## src/rtl/mem_dump_pkg.sv

```systemverilog
// mem_dump_pkg
// Shared definitions for the memory dump block: byte/word geometry and the
// sequencing FSM state encoding.
package mem_dump_pkg;

    localparam int BYTES_PER_WORD = 4;
    localparam int BYTE_W         = 8;
    localparam int WORD_W         = BYTES_PER_WORD * BYTE_W;
    localparam int IDX_W          = $clog2(BYTES_PER_WORD);

    typedef enum logic [2:0] {
        ST_IDLE = 3'd0,
        ST_READ = 3'd1,
        ST_WAIT = 3'd2,
        ST_LOAD = 3'd3,
        ST_SEND = 3'd4,
        ST_DONE = 3'd5
    } dump_state_t;

endpackage

```

## src/rtl/mem_dump_word_serializer.sv

```systemverilog
// word_serializer
// Holds one memory word and hands it out byte by byte (byte 0 first) over a
// valid/ready handshake. tx_data/tx_valid come straight from flops.
// Ports:
//   clk, reset     clock, async active-low reset
//   capture, word  latch a new word into the shift register, byte index -> 0
//   launch         present byte 0 on the next cycle
//   tx_ready       downstream accept
//   tx_data        byte on offer
//   tx_valid       tx_data holds a byte
//   last_xfer      the final byte of the word is transferring this cycle
module word_serializer
    import mem_dump_pkg::*;
(
    input  logic              clk,
    input  logic              reset,
    input  logic              capture,
    input  logic [WORD_W-1:0] word,
    input  logic              launch,
    input  logic              tx_ready,
    output logic [BYTE_W-1:0] tx_data,
    output logic              tx_valid,
    output logic              last_xfer
);

    localparam logic [IDX_W-1:0] LAST_IDX = IDX_W'(BYTES_PER_WORD - 1);

    logic [WORD_W-1:0] shift_q;
    logic [IDX_W-1:0]  idx_q;
    logic              xfer;

    assign xfer      = tx_valid && tx_ready;
    assign last_xfer = xfer && (idx_q == LAST_IDX);

    // The shift register always holds the bytes not yet put on tx_data, so
    // the next byte is simply its low byte.
    always_ff @(posedge clk or negedge reset) begin
        if (!reset) begin
            shift_q  <= '0;
            idx_q    <= '0;
            tx_valid <= 1'b0;
            tx_data  <= '0;
        end else if (capture) begin
            shift_q <= word;
            idx_q   <= '0;
        end else if (launch) begin
            tx_valid <= 1'b1;
            tx_data  <= shift_q[BYTE_W-1:0];
            shift_q  <= shift_q >> BYTE_W;
        end else if (xfer) begin
            if (idx_q == LAST_IDX) begin
                tx_valid <= 1'b0;
            end else begin
                idx_q   <= idx_q + IDX_W'(1);
                tx_data <= shift_q[BYTE_W-1:0];
                shift_q <= shift_q >> BYTE_W;
            end
        end
    end

endmodule

```

## src/rtl/mem_dump.sv

```systemverilog
// mem_dump
// Sweeps data memory words 0..num_words-1 and streams each word to a UART
// transmitter as 4 bytes, little-endian.
// Ports:
//   clk, reset      clock, async active-low reset
//   start           request a sweep (sampled in IDLE only)
//   mem_rd/mem_addr read strobe and word address to data memory
//   mem_rd_data     read data, valid the cycle after mem_rd
//   tx_data/valid   byte stream toward the transmitter
//   tx_ready        transmitter accept
//   busy            sweep in progress
//   done            one-cycle pulse after the last byte transferred
//
// state | meaning
// IDLE  | waiting for start
// READ  | mem_rd strobe for the word at mem_addr
// WAIT  | RAM latency cycle; read data is captured at its end
// LOAD  | serializer puts byte 0 on the bus
// SEND  | bytes handed out under valid/ready
// DONE  | done pulse, back to IDLE
module mem_dump
    import mem_dump_pkg::*;
#(
    parameter int len_data  = 32,
    parameter int len_addr  = 11,
    parameter int num_words = 2048
) (
    input  logic                clk,
    input  logic                reset,
    input  logic                start,
    output logic                mem_rd,
    output logic [len_addr-1:0] mem_addr,
    input  logic [len_data-1:0] mem_rd_data,
    output logic [BYTE_W-1:0]   tx_data,
    output logic                tx_valid,
    input  logic                tx_ready,
    output logic                busy,
    output logic                done
);

    localparam logic [len_addr-1:0] LAST_ADDR = len_addr'(num_words - 1);

    dump_state_t       state;
    dump_state_t       state_next;
    logic              last_xfer;
    logic              mem_rd_d;
    logic              busy_d;
    logic              done_d;
    logic [WORD_W-1:0] word;

    assign word = WORD_W'(mem_rd_data);

    // State register, word counter and registered outputs.
    always_ff @(posedge clk or negedge reset) begin
        if (!reset) begin
            state    <= ST_IDLE;
            mem_addr <= '0;
            mem_rd   <= 1'b0;
            busy     <= 1'b0;
            done     <= 1'b0;
        end else begin
            state  <= state_next;
            mem_rd <= mem_rd_d;
            busy   <= busy_d;
            done   <= done_d;
            if (state == ST_IDLE && start) begin
                mem_addr <= '0;
            end else if (state == ST_SEND && last_xfer && mem_addr != LAST_ADDR) begin
                mem_addr <= mem_addr + len_addr'(1);
            end
        end
    end

    always_comb begin
        state_next = state;
        case (state)
            ST_IDLE: if (start) state_next = ST_READ;
            ST_READ: state_next = ST_WAIT;
            ST_WAIT: state_next = ST_LOAD;
            ST_LOAD: state_next = ST_SEND;
            ST_SEND: begin
                if (last_xfer) begin
                    state_next = (mem_addr == LAST_ADDR) ? ST_DONE : ST_READ;
                end
            end
            ST_DONE: state_next = ST_IDLE;
            default: state_next = ST_IDLE;
        endcase
    end

    // Outputs are decoded from the next state and registered above, so they
    // line up with the state they describe.
    always_comb begin
        mem_rd_d = (state_next == ST_READ);
        done_d   = (state_next == ST_DONE);
        busy_d   = (state_next == ST_READ) || (state_next == ST_WAIT) ||
                   (state_next == ST_LOAD) || (state_next == ST_SEND);
    end

    word_serializer u_ser (
        .clk       (clk),
        .reset     (reset),
        .capture   (state == ST_WAIT),
        .word      (word),
        .launch    (state == ST_LOAD),
        .tx_ready  (tx_ready),
        .tx_data   (tx_data),
        .tx_valid  (tx_valid),
        .last_xfer (last_xfer)
    );

endmodule
```

## config.mk

```make
export PLATFORM = sky130hd
export DESIGN_NAME = mem_dump
export DESIGN_NICKNAME = d
export VERILOG_FILES = /design/src/rtl/mem_dump_pkg.sv /design/src/rtl/mem_dump_word_serializer.sv /design/src/rtl/mem_dump.sv
export SDC_FILE = /design/constraint.sdc
export NUM_CORES = 1
export LEC_CHECK = 0
export CORE_ASPECT_RATIO = 1.25
export CORE_MARGIN = 2
export CORE_UTILIZATION = 50
export DETAILED_ROUTE_END_ITERATION = 10
export PLACE_DENSITY = 0.88
export SETUP_SLACK_MARGIN = 0.1
export SYNTH_ARGS = -nofsm -noshare
export SYNTH_HDL_FRONTEND = slang
export SYNTH_SLANG_ARGS = --single-unit
```

## constraint.sdc

```tcl
create_clock -name clk -period 2.2 [get_ports clk]
set_input_delay 0.22 -clock clk [delete_from_list [all_inputs] [get_ports clk]]
set_output_delay 0.22 -clock clk [all_outputs]
set_load 0.02 [all_outputs]
```

==> metrics.md <==
| Metric | Value |
|---|---|
| First-pass GRT wire length | `9830 um` |
| Seq/Total Area, Yosys | `just under 60%` |
| Count of max-cap constraint violations | `0` |
| Fraction of layout cells with a size suffix above 1 | `11.3%` |
| CTS tree | `built` |
| Final cell count without fillers | `373` |
| Vias in the first global route | `2072` |
| Cell Area, Synth | `2590 um^2` |
| H-Tree Depth | `3` |
| F_max | `549 MHz` |
| CTS Buf Count | `9` |
| FF/Latch Area | `1500 um^2` |
| Status | `completed` |
| Crit Path Max Fanout | `24` |
| Via count | `2083` |
| Worst path top cell family by delay | `simple AND/OR/NAND/NOR gates` |
| Largest net degree at the start of global routing | `33` |
| Final count of negative-setup-slack endpoints | `0` |
| Antenna violations before repair | `0` |
| DIE WIDTH | `68.4 um` |
| Critical path, cell by cell | `ha_1, and3b_1, or2_2, o22ai_1, nor2_1` |
| Net switching power | `1640 uW` |
| Grt ovf | `0` |
| TritonRoute pass-1 iters | `4` |
| Routed WL per cell | `16.4 um` |
| Dominant cell type by area after synthesis | `dfrtp_1` |
| Final Slew Violations | `0` |
| Fillers | `362` |
| Die Ht | `84.5 um` |
| YS warnings | `0` |
| Pwr/cell area | `1380 nW/um^2` |
| Worst setup EP type | `flip-flop` |
| Hold slack | `466 ps` |
| Clk_lat worst skew | `340 ps` |
| Slew @ Worst Pin | `711 ps` |
| Peak supply drop | `0.703 mV` |
| Startpoint Class | `flip-flop` |
| Synthesis-to-finish area growth | `35.8%` |
| Fin crit share | `between 80 and 90%` |
| Final hold vios | `0` |
| RSZ-0062 raised after global routing | `no` |
| Logic pwr share | `35.2%` |
| Initial DRC count | `191` |
| Final ANT Viol Nets | `0` |
| WP buf/inv | `0` |
| Synth area leaders | `dfrtp_1 (58%), nor2_1 (8.0%), o22ai_1 (6.0%), mux2_2 (3.5%), a22o_1 (2.7%)` |
| Synthesized flop and latch total | `60` |
| Hold Path Class | `primary input to async pin` |
| Nets@finish | `344` |
| Synthesized Nets | `around 280` |
| GP Congestion | `0.837` |
| GRT Total Usage | `23.3%` |
| Clk sinks | `60` |
| Setup bufs post-CTS | `0` |
| Setup TNS | `0 ps` |
| Cell-internal power | `3220 uW` |
| Top cell type's share of synthesized area | `between 50% and 60%` |
| Critical path class | `flip-flop to flip-flop` |
| Critical path's slowest cell | `or2_2` |
| Area of the multi-input gates | `1030 um^2` |
| I/O pins | `59` |
| Clock power share | `27.3%` |
| Synthesized netlist cell count | `245` |
| Critical Path AT | `2080 ps` |
| DR DRC count | `0` |
| Die area | `5780 um^2` |
| Clk buf depth | `2` |
| Detailed Route WL | `6120 um` |
| Max-slew headroom | `a little over half` |
| Worst stage delay on the critical path | `430 ps` |
| PortBufs | `58` |
| Switching Share | `around 34%` |
| Antenna cell count | `0` |
| Netlist cell types | `36` |
| Final core utilization | `69.8%` |
| FP Rows | `29` |
| Worst path required time | `between 2000 and 2500 ps` |
| Clk slew on worst S/H paths | `70 ps` |
| Sequential share of power | `37.5%` |
| Core area | `5040 um^2` |
| Clk_skew | `8.43 ps` |
| Initial Util | `about half` |
| Average size of a mapped cell | `10.6 um^2` |
| Dpl cells | `around 360` |
| Tmin final | `about 1800 ps` |
| Root buffer cell | `clkbuf_8` |
| P_leak | `0.00150 uW` |
| Post-DP HPWL | `4030 um` |
| Mean number of vias per cell | `5.58` |
cells in the mapped netlist (all sizes together):
| cell type | instances |
|---|---|
| dfrtp | 60 |
| nor2 | 55 |
| o22ai | 25 |
| nand2 | 14 |
| nand3 | 10 |
| a22o | 8 |
| mux2 | 8 |
| buf | 7 |
| o21ai | 7 |
| clkbuf | 6 |
| nand2b | 6 |
| mux2i | 5 |
| a21oi | 4 |
| nor3 | 4 |
| and3 | 3 |
| nor4 | 3 |
| and3b | 2 |
| ha | 2 |
| or3 | 2 |
| a31oi | 1 |
| and2b | 1 |
| and4 | 1 |
| nand4 | 1 |
| nor2b | 1 |
| nor3b | 1 |
| nor4b | 1 |
| o211ai | 1 |
| o311a | 1 |
| o311ai | 1 |
| or2 | 1 |
| or3b | 1 |
| or4b | 1 |
| xnor2 | 1 |
state kept, by name (all words and copies together) (netlist names):
signal / count
u_ser.shift_q: 32
mem_addr: 11
done: 1
u_ser.idx_q: 2
state: 3
u_ser.tx_valid: 1
busy: 1
u_ser.tx_data: 8
mem_rd: 1
power groups by stage:
stage          clock [uW]  sequential (uW)  combinational [uW]
6_report             1330             1820                1710
2_1_floorplan           0             1830                1110
3_3_place_gp            0             1800                1590
5_1_grt              1400             1870                1880
4_1_cts              1350             1820                1720
3_5_place_dp            0             1830                1690
worst reg2reg max path: stages (launching register included):
cell and delay, ps:
dfrtp_1 400, ha_1 240, and3b_1 320, or2_2 430, o22ai_1 190, nor2_1 160
final timing paths:
path / slack [ps] / to / startpoint / cells past startpoint
hold reg to reg: 500 / u_ser.idx_q[0] / u_ser.idx_q[0] / 1
setup / recovery: 380 / u_ser.shift_q[5] / u_ser.idx_q[0] / 5
setup reg to reg: 380 / u_ser.shift_q[5] / u_ser.idx_q[0] / 5
min in group clk: 500 / u_ser.shift_q[30] / mem_rd_data[30] / 2
hold / removal: 470 / u_ser.tx_data[4] / reset / 2
max in group asynchronous: 1120 / u_ser.shift_q[30] / reset / 3
metrics by stage:
step	instance area (um^2)	total power, uW	setup slack [ps]
after floorplan	2590	2940	503
after global placement	3240	3390	201
after detailed placement	3240	3510	107
after CTS	3520	4890	375
after global routing	3520	5150	220
final	3520	4860	380
cell usage in the layout, fill, tap and decap left out, types with 2 or more instances in the layout:
master            n
dfrtp_1          60
clkdlybuf4s50_1  57
nor2_1           55
o22ai_1          25
nand2_1          14
nand3_1          10
clkbuf_8         10
mux2_2            8
a22o_1            8
o21ai_0           7
nand2b_1          6
mux2i_1           5
nor3_1            4
bufinv_16         4
and3_1            3
a21oi_1           3
and3b_1           2
nor4_1            2
or3_1             2
ha_1              2
clkinvlp_4        2
buf_12            2
buf_4             2
area by class of cell:
type                            instances  area share (%)
Clock buffer                           10            3.91
Clock inverter                          6            3.84
Multi-Input combinational cell        172            29.2
Sequential cell                        60            42.7
Tap cell                               62            2.20
Timing Repair Buffer                   63            18.2
layer usage:
metal  wire [um]  GRT usage [%]  share of wire, %  vias to the layer above
li1            -              -                 -                      998
met4         134           9.64               2.2                        0
met1        2350           29.2                38                     1004
met2        3290           37.4                54                       71
met5           0              0                 0                        -
met3         348           6.30               5.7                       10
repair_timing:
| action | CTS | global route |
|---|---|---|
| resized for setup | 1 | 0 |
| hold endpoints to repair | 30 | 0 |
| hold buffers | 1 | 0 |
| setup endpoints to repair | 1 | 0 |
kinds of logic (layout without fill, tap and decap cells):
kind of cell               Yosys count  after routing  synth area share (%)
and+or+nand+nor                    108            108                  20.4
DFF                                 60             60                  57.9
AOI/OAI and AO/OA                   48             48                  12.6
muxes                               13             13                  5.41
buffers and inverters               13             79                  2.41
adders and majority gates            2              2                 0.966
xor gates and xnor gates             1              1                 0.338
Power figures use the tool's default switching activity.
